### src/rtl/fme_arbiter.sv
// Round-robin sharing of one modular-exponentiation engine between
// two requesters. Optional watchdog: define FME_ARB_TIMEOUT_EN.
module fme_arbiter #(
    parameter int WIDTH          = 32,
    parameter int TIMEOUT_CYCLES = 4096
) (
    input  logic             clk,
    input  logic             rst,
    input  logic [WIDTH-1:0] n_key,
    input  logic             req0_start,
    input  logic [WIDTH-1:0] req0_data,
    input  logic [WIDTH-1:0] req0_exp,
    input  logic             req1_start,
    input  logic [WIDTH-1:0] req1_data,
    input  logic [WIDTH-1:0] req1_exp,
    output logic             req0_busy,
    output logic             req1_busy,
    output logic             done0,
    output logic             done1,
    output logic [WIDTH-1:0] result,
    output logic             req_err,
    output logic             fme_start,
    output logic [WIDTH-1:0] fme_base,
    output logic [WIDTH-1:0] fme_exp,
    output logic [WIDTH-1:0] fme_mod,
    input  logic             fme_done,
    input  logic [WIDTH-1:0] fme_result
);

    typedef enum logic [1:0] {
        S_IDLE,
        S_LAUNCH,
        S_WAIT,
        S_DELIVER
    } state_t;

    state_t           state_q, state_d;
    logic             pend0_q, pend0_d;
    logic             pend1_q, pend1_d;
    logic [WIDTH-1:0] data0_q, data0_d;
    logic [WIDTH-1:0] exp0_q, exp0_d;
    logic [WIDTH-1:0] data1_q, data1_d;
    logic [WIDTH-1:0] exp1_q, exp1_d;
    logic             last_q, last_d;
    logic             grant_q, grant_d;
    logic             done0_q, done0_d;
    logic             done1_q, done1_d;
    logic [WIDTH-1:0] result_q, result_d;
    logic             err_q, err_d;
    logic             start_q, start_d;
    logic [WIDTH-1:0] base_q, base_d;
    logic [WIDTH-1:0] fexp_q, fexp_d;
    logic [WIDTH-1:0] mod_q, mod_d;
    logic             pick;
    logic             tmo;

`ifdef FME_ARB_TIMEOUT_EN
    localparam logic [15:0] TO_LAST = 16'(TIMEOUT_CYCLES - 1);
    logic [15:0] wcnt_q, wcnt_d;

    // Counts cycles since the engine start; zero while launching.
    always_comb begin
        wcnt_d = wcnt_q;
        if (state_q == S_IDLE) begin
            wcnt_d = '0;
        end else if (state_q == S_LAUNCH || state_q == S_WAIT) begin
            wcnt_d = wcnt_q + 16'd1;
        end
    end

    // Watchdog counter register.
    always_ff @(posedge clk or posedge rst) begin
        if (rst) begin
            wcnt_q <= '0;
        end else begin
            wcnt_q <= wcnt_d;
        end
    end

    assign tmo = (state_q == S_WAIT) && (wcnt_q == TO_LAST);
`else
    assign tmo = 1'b0;
`endif

    // Intake of request pulses plus next-state and output logic.
    always_comb begin
        state_d  = state_q;
        pend0_d  = pend0_q;
        pend1_d  = pend1_q;
        data0_d  = data0_q;
        exp0_d   = exp0_q;
        data1_d  = data1_q;
        exp1_d   = exp1_q;
        last_d   = last_q;
        grant_d  = grant_q;
        done0_d  = 1'b0;
        done1_d  = 1'b0;
        result_d = result_q;
        err_d    = err_q;
        start_d  = 1'b0;
        base_d   = base_q;
        fexp_d   = fexp_q;
        mod_d    = mod_q;
        pick     = 1'b0;

        if (req0_start) begin
            if (pend0_q) begin
                err_d = 1'b1;
            end else begin
                pend0_d = 1'b1;
                data0_d = req0_data;
                exp0_d  = req0_exp;
            end
        end
        if (req1_start) begin
            if (pend1_q) begin
                err_d = 1'b1;
            end else begin
                pend1_d = 1'b1;
                data1_d = req1_data;
                exp1_d  = req1_exp;
            end
        end

        unique case (state_q)
            S_IDLE: begin
                if (pend0_q || pend1_q) begin
                    pick    = (pend0_q && pend1_q) ? ~last_q : pend1_q;
                    base_d  = pick ? data1_q : data0_q;
                    fexp_d  = pick ? exp1_q : exp0_q;
                    mod_d   = n_key;
                    grant_d = pick;
                    start_d = 1'b1;
                    state_d = S_LAUNCH;
                end
            end
            S_LAUNCH: begin
                state_d = S_WAIT;
            end
            S_WAIT: begin
                if (fme_done) begin
                    result_d = fme_result;
                    done0_d  = ~grant_q;
                    done1_d  = grant_q;
                    state_d  = S_DELIVER;
                end else if (tmo) begin
                    result_d = '0;
                    err_d    = 1'b1;
                    done0_d  = ~grant_q;
                    done1_d  = grant_q;
                    state_d  = S_DELIVER;
                end
            end
            S_DELIVER: begin
                if (grant_q) begin
                    pend1_d = 1'b0;
                end else begin
                    pend0_d = 1'b0;
                end
                last_d  = grant_q;
                state_d = S_IDLE;
            end
            default: begin
                state_d = S_IDLE;
            end
        endcase
    end

    // State and datapath registers; last grant resets to ch1 so ch0 wins first.
    always_ff @(posedge clk or posedge rst) begin
        if (rst) begin
            state_q  <= S_IDLE;
            pend0_q  <= 1'b0;
            pend1_q  <= 1'b0;
            data0_q  <= '0;
            exp0_q   <= '0;
            data1_q  <= '0;
            exp1_q   <= '0;
            last_q   <= 1'b1;
            grant_q  <= 1'b0;
            done0_q  <= 1'b0;
            done1_q  <= 1'b0;
            result_q <= '0;
            err_q    <= 1'b0;
            start_q  <= 1'b0;
            base_q   <= '0;
            fexp_q   <= '0;
            mod_q    <= '0;
        end else begin
            state_q  <= state_d;
            pend0_q  <= pend0_d;
            pend1_q  <= pend1_d;
            data0_q  <= data0_d;
            exp0_q   <= exp0_d;
            data1_q  <= data1_d;
            exp1_q   <= exp1_d;
            last_q   <= last_d;
            grant_q  <= grant_d;
            done0_q  <= done0_d;
            done1_q  <= done1_d;
            result_q <= result_d;
            err_q    <= err_d;
            start_q  <= start_d;
            base_q   <= base_d;
            fexp_q   <= fexp_d;
            mod_q    <= mod_d;
        end
    end

    assign req0_busy = pend0_q;
    assign req1_busy = pend1_q;
    assign done0     = done0_q;
    assign done1     = done1_q;
    assign result    = result_q;
    assign req_err   = err_q;
    assign fme_start = start_q;
    assign fme_base  = base_q;
    assign fme_exp   = fexp_q;
    assign fme_mod   = mod_q;

endmodule

### config.mk
export PLATFORM = sky130hd
export DESIGN_NAME = fme_arbiter
export DESIGN_NICKNAME = d
export VERILOG_FILES = /design/src/rtl/fme_arbiter.sv
export SDC_FILE = /design/constraint.sdc
export NUM_CORES = 1
export LEC_CHECK = 0
export CAP_MARGIN = 20
export CORE_UTILIZATION = 50
export DETAILED_ROUTE_END_ITERATION = 16
export PLACE_DENSITY = 0.87
export SYNTH_ARGS = -nofsm -noshare
export SYNTH_HDL_FRONTEND = slang
export SYNTH_SLANG_ARGS = --single-unit
### constraint.sdc
create_clock -name clk -period 27.8 [get_ports clk]
set_input_delay 6.95 -clock clk [delete_from_list [all_inputs] [get_ports clk]]
set_output_delay 6.95 -clock clk [all_outputs]
set_load 0.03 [all_outputs]
Word level (Yosys, flattened, before mapping)

Cells that the tools add are included.

Output and inout port bits: 134
Flip-flop bits (word level): 266

Reduce and logical (&&, ||, !) cells: 8
Mux-type cells: 22
Bitwise logic cells: 4
Equal/unequal tests: 5

Operator list:

| kind                                                                   | number |
|---|---|
| 32-bit 2-to-1 mux                                                      | 2 |
| 1-bit 2-to-1 mux                                                       | 17 |
| 2-bit AND reduction                                                    | 5 |
| 2-bit one-hot mux with 4 select lines                                  | 1 |
| 2-bit equality test (second input constant)                            | 2 |
| 2-bit 2-to-1 mux                                                       | 2 |
| 2-bit != test (second input constant)                                  | 2 |
| 1-bit NOT                                                              | 4 |
| 2-bit by 1-bit equality test with 1-bit output (second input constant) | 1 |
| 2-bit logical NOT                                                      | 1 |
| 1-bit logical AND                                                      | 1 |
| 1-bit logical OR                                                       | 1 |

Depth between registers and ports, before layout

Word-level depth: 4
Depth in mapped cells: 8

Worst setup path after synthesis

OpenSTA, ideal clock, no wires.

Kind: input to register
Start: input port req1_start
End: register data1_q[0]
Path slack: 19.902 ns
Arrival time: 7.773 ns
Data required time: 27.675 ns
Cell stages on the path: 4
Setup time: 0.125 ns
Cell sequence: nor2b_1 buf_2 buf_6 mux2_2

Word-level cells in the longest chain between the ends: 1

RTL lines:

| what                                 | RTL line | RTL |
|---|---|---|
| start, declared                      | 13       | `input logic req1_start,` |
| 2-bit AND reduction (no source line) | --       |  |
| end signal, assigned                 | 195      | `data1_q <= data1_d;` |
| end, declared                        | 42       | `logic [WIDTH-1:0] data1_q, data1_d;` |

Every way passes these cells.
A chain may end at the register's enable or synchronous reset.

Final worst setup path

Start: register pend0_q (netlist: req0_busy)
End: output port req0_busy

RTL lines:

| what                   | RTL line | RTL |
|---|---|---|
| start, declared        | 38       | `logic pend0_q, pend0_d;` |
| start signal, assigned | 191      | `pend0_q <= pend0_d;` |
| end, declared          | 16       | `output logic req0_busy,` |

No word-level cell between the ends.

==> results.toml <==
[status]
status = "finished, final reports clean"

[place]
hpwl_mm = 17.6
place_congestion = 0.784
place_inst = 1417
io_buffers = 330

[yosys]
synth_top_area_cell = "dfrtp_1"
syn_area_sq_um = 10500
syn-mean-instance-area_sq_um = 12.2
synth_warnings = 0
ys_seq_elements = 266
syn_inst = 860
synth_cell_types = 21
yosysSeqAreaShare_pct = 63.4
syn_nets = 1061
synthTopCellsByArea = "dfrtp_1 (63%), mux2_2 (17%), a21oi_1 (6.2%)"
synth_top_area_share_pct = 63.2

[detailed_routing]
viasPerCell = 5.29
num_vias = 7757
drt_iter0_drc = 333
drc = 0
drt-total-wl_mm = 27.8
drtAntennaViolNets = 0
wl_per_cell_um = 19.0
dr.pass1.iters = 6

[clock_network]
cts.sinks = 266
root_buffer = "clkbuf_16"
clockBufferDepth = 3
cts_hold_buffers = 0
cts_tree = "done"
htree_levels = 1
insertion_delay_ns = 0.53
path_clk_slew_ns = 0.06
numCtsBuffers = 28
cts.repair.resized = 0
cts_setup_buffers = 0

[sta]
fin_crit_sh_pct = 31.9
rsz0062_at_grt = "no"
maxSlewViolCount = 0
hold_violations = 0
skew_ns = 0.00942
setup_violations = 0
post-route-min-period_ns = 8.86
relSlewSlack_pct = 25.1
tightestPinTransition_ns = 1.12
tns_ns = 0
max_freq_mhz = 113

[setup_path]
crit_required_ns = 20.85
reg2reg_depth = 7
crit_family = "buffers and inverters"
cpPeakStageDelay_ns = 0.77
reg2reg_from = "state_q[0]"
worstPathArrival_ns = 1.91
slowest_stage = "clkdlybuf4s50_1"
critPathKind = "reg -> out"
r2r_slack_ns = 25.35
path_buf_inv = 1
critPathLaunchType = "flop"
crit_path_max_fanout = 8
cp-end-kind = "primary output"
cp_cell_sequence = "clkdlybuf4s50_1"
reg2reg_to = "fme_base[21]"

[pwr]
p_leak_nw = 6.36
vdd_drop_max_mv = 0.0852
p_per_area_nw_per_um2 = 134

[floorplanning]
dieArea_sq_um = 21600
rows = 52
core_sq_um = 20400
die_w_um = 147
die_y_um = 147
io_pins = 331
initial_core_util_pct = 51.4

[global_route]
track_usage_pct = 25.9
first_global_vias = 8333
grt_start_max_net_pins = 118
grt_pass1_wl_mm = 43.9
grt_remaining_overflow = 0
antenna_found_initial = 0

[final_layout]
area_growth_pct = 41.0
fillCellCount = 1384
multi_input_area_sq_um = 3500
register_area_sq_um = 6660
drive_gt1_share_pct = 18.5
final_util_pct = 72.4
num-nets-final = 1378
stdcell_count = 1465
antenna_cells = 0

[min_path]
min_to = "fme_mod[24]"
hold_class = "reg -> reg"
hold_start = "fme_mod[24]"
hold_path_depth = 2

[flow_run]
cap_violations = 0
==> cells by family after synthesis <==
family	after synthesis	synth area share, %
compound gates	137	6.84
simple gates	233	8.42
flops	266	63.4
mux	162	17.4
fa+ha+maj	4	0.477
buf+inv	58	3.46
==> worst max path at each step <==
stage / start / end / slack [ns] / cells after the start
floorplan: rst / data0_q[0] / 13.53 / 1
global placement: req0_start / data0_q[8] / 18.49 / 4
detailed placement: req0_start / exp0_q[0] / 18.49 / 4
CTS: req0_busy / req0_busy / 18.93 / 1
global route: req0_busy / req0_busy / 18.88 / 1
finish: req0_busy / req0_busy / 18.94 / 1
==> synthesized netlist by cell type <==
| cell | instances |
|---|---|
| buf_4 | 8 |
| mux2_2 | 162 |
| a21boi_2 | 1 |
| o32a_1 | 1 |
| nor2b_1 | 2 |
| inv_1 | 5 |
| o21ai_0 | 1 |
| ha_1 | 4 |
| inv_2 | 1 |
| buf_2 | 20 |
| nor2_1 | 68 |
| buf_6 | 12 |
| o21ai_4 | 1 |
| clkbuf_1 | 12 |
| nor3b_1 | 1 |
| a21oi_1 | 131 |
| a221o_1 | 1 |
| dfrtp_1 | 265 |
| nand2_1 | 162 |
| dfstp_2 | 1 |
| a21bo_2 | 1 |
==> cell type report <==
class / instances / area share, %
Sequential cell: 266 / 45.0
Clock buffer: 39 / 5.43
Clock inverter: 9 / 0.685
Timing Repair Buffer: 339 / 22.8
Multi-Input combinational cell: 536 / 23.6
Tap cell: 270 / 2.28
Inverter: 6 / 0.211
==> flip-flops by register name (all words and copies together) (netlist names), 2 cells and up <==
| register | flops |
|---|---|
| exp1_q | 32 |
| fme_mod | 32 |
| fme_base | 32 |
| fme_exp | 32 |
| result | 32 |
| state_q | 2 |
| data1_q | 32 |
| exp0_q | 32 |
| data0_q | 32 |
==> power by group <==
part | switching, W | internal, W
clock network | 0.000148 | 0.000219
registers | 0.000115 | 0.000589
logic | 0.000524 | 0.000395
==> worst register-to-register path, cell delays in order (launching register included) <==
cell      delay [ns]
dfrtp_1         0.39
inv_1           0.09
ha_1            0.26
o21ai_4         0.08
clkinv_2        0.58
buf_4           0.60
nor2_1          0.26
a21oi_1         0.07
==> stage by stage <==
stage	setup slack (ns)	hold slack, ns	total power, W	cell area (sq um)
5_1_grt	18.88	0.505	0.00210	14800
2_1_floorplan	13.53	0.443	0.00129	10500
3_3_place_gp	18.49	0.456	0.00159	13900
4_1_cts	18.93	0.477	0.00200	14800
3_5_place_dp	18.49	0.462	0.00162	13900
6_report	18.94	0.475	0.00199	14800
==> cells in the final DEF (no fill, tap or decap), types with 2 or more instances in the layout <==
| master | netlist | layout |
|---|---|---|
| nand2_1 | 162 | 162 |
| nor2_1 | 68 | 68 |
| clkdlybuf4s50_1 | 0 | 330 |
| ha_1 | 4 | 4 |
| inv_1 | 5 | 4 |
| bufinv_16 | 0 | 2 |
| nor2b_4 | 0 | 2 |
| dfrtp_1 | 265 | 265 |
| clkbuf_16 | 0 | 29 |
| clkbuf_1 | 12 | 6 |
| mux2_2 | 162 | 162 |
| clkinv_2 | 0 | 6 |
| a21oi_1 | 131 | 131 |
| buf_4 | 8 | 9 |
| clkbuf_8 | 0 | 4 |
==> routing by layer <==
metal | track usage [%] | routed length [um] | share of wire (%) | vias to the layer above
li1 | - | - | - | 3517
met1 | 32.8 | 10900 | 39 | 3840
met2 | 43.8 | 13800 | 50 | 339
met3 | 6.21 | 2180 | 7.8 | 61
met4 | 8.76 | 924 | 3.3 | 0
met5 | 0 | 0 | 0 | -
Note: power is estimated with default switching activity, not from simulation.
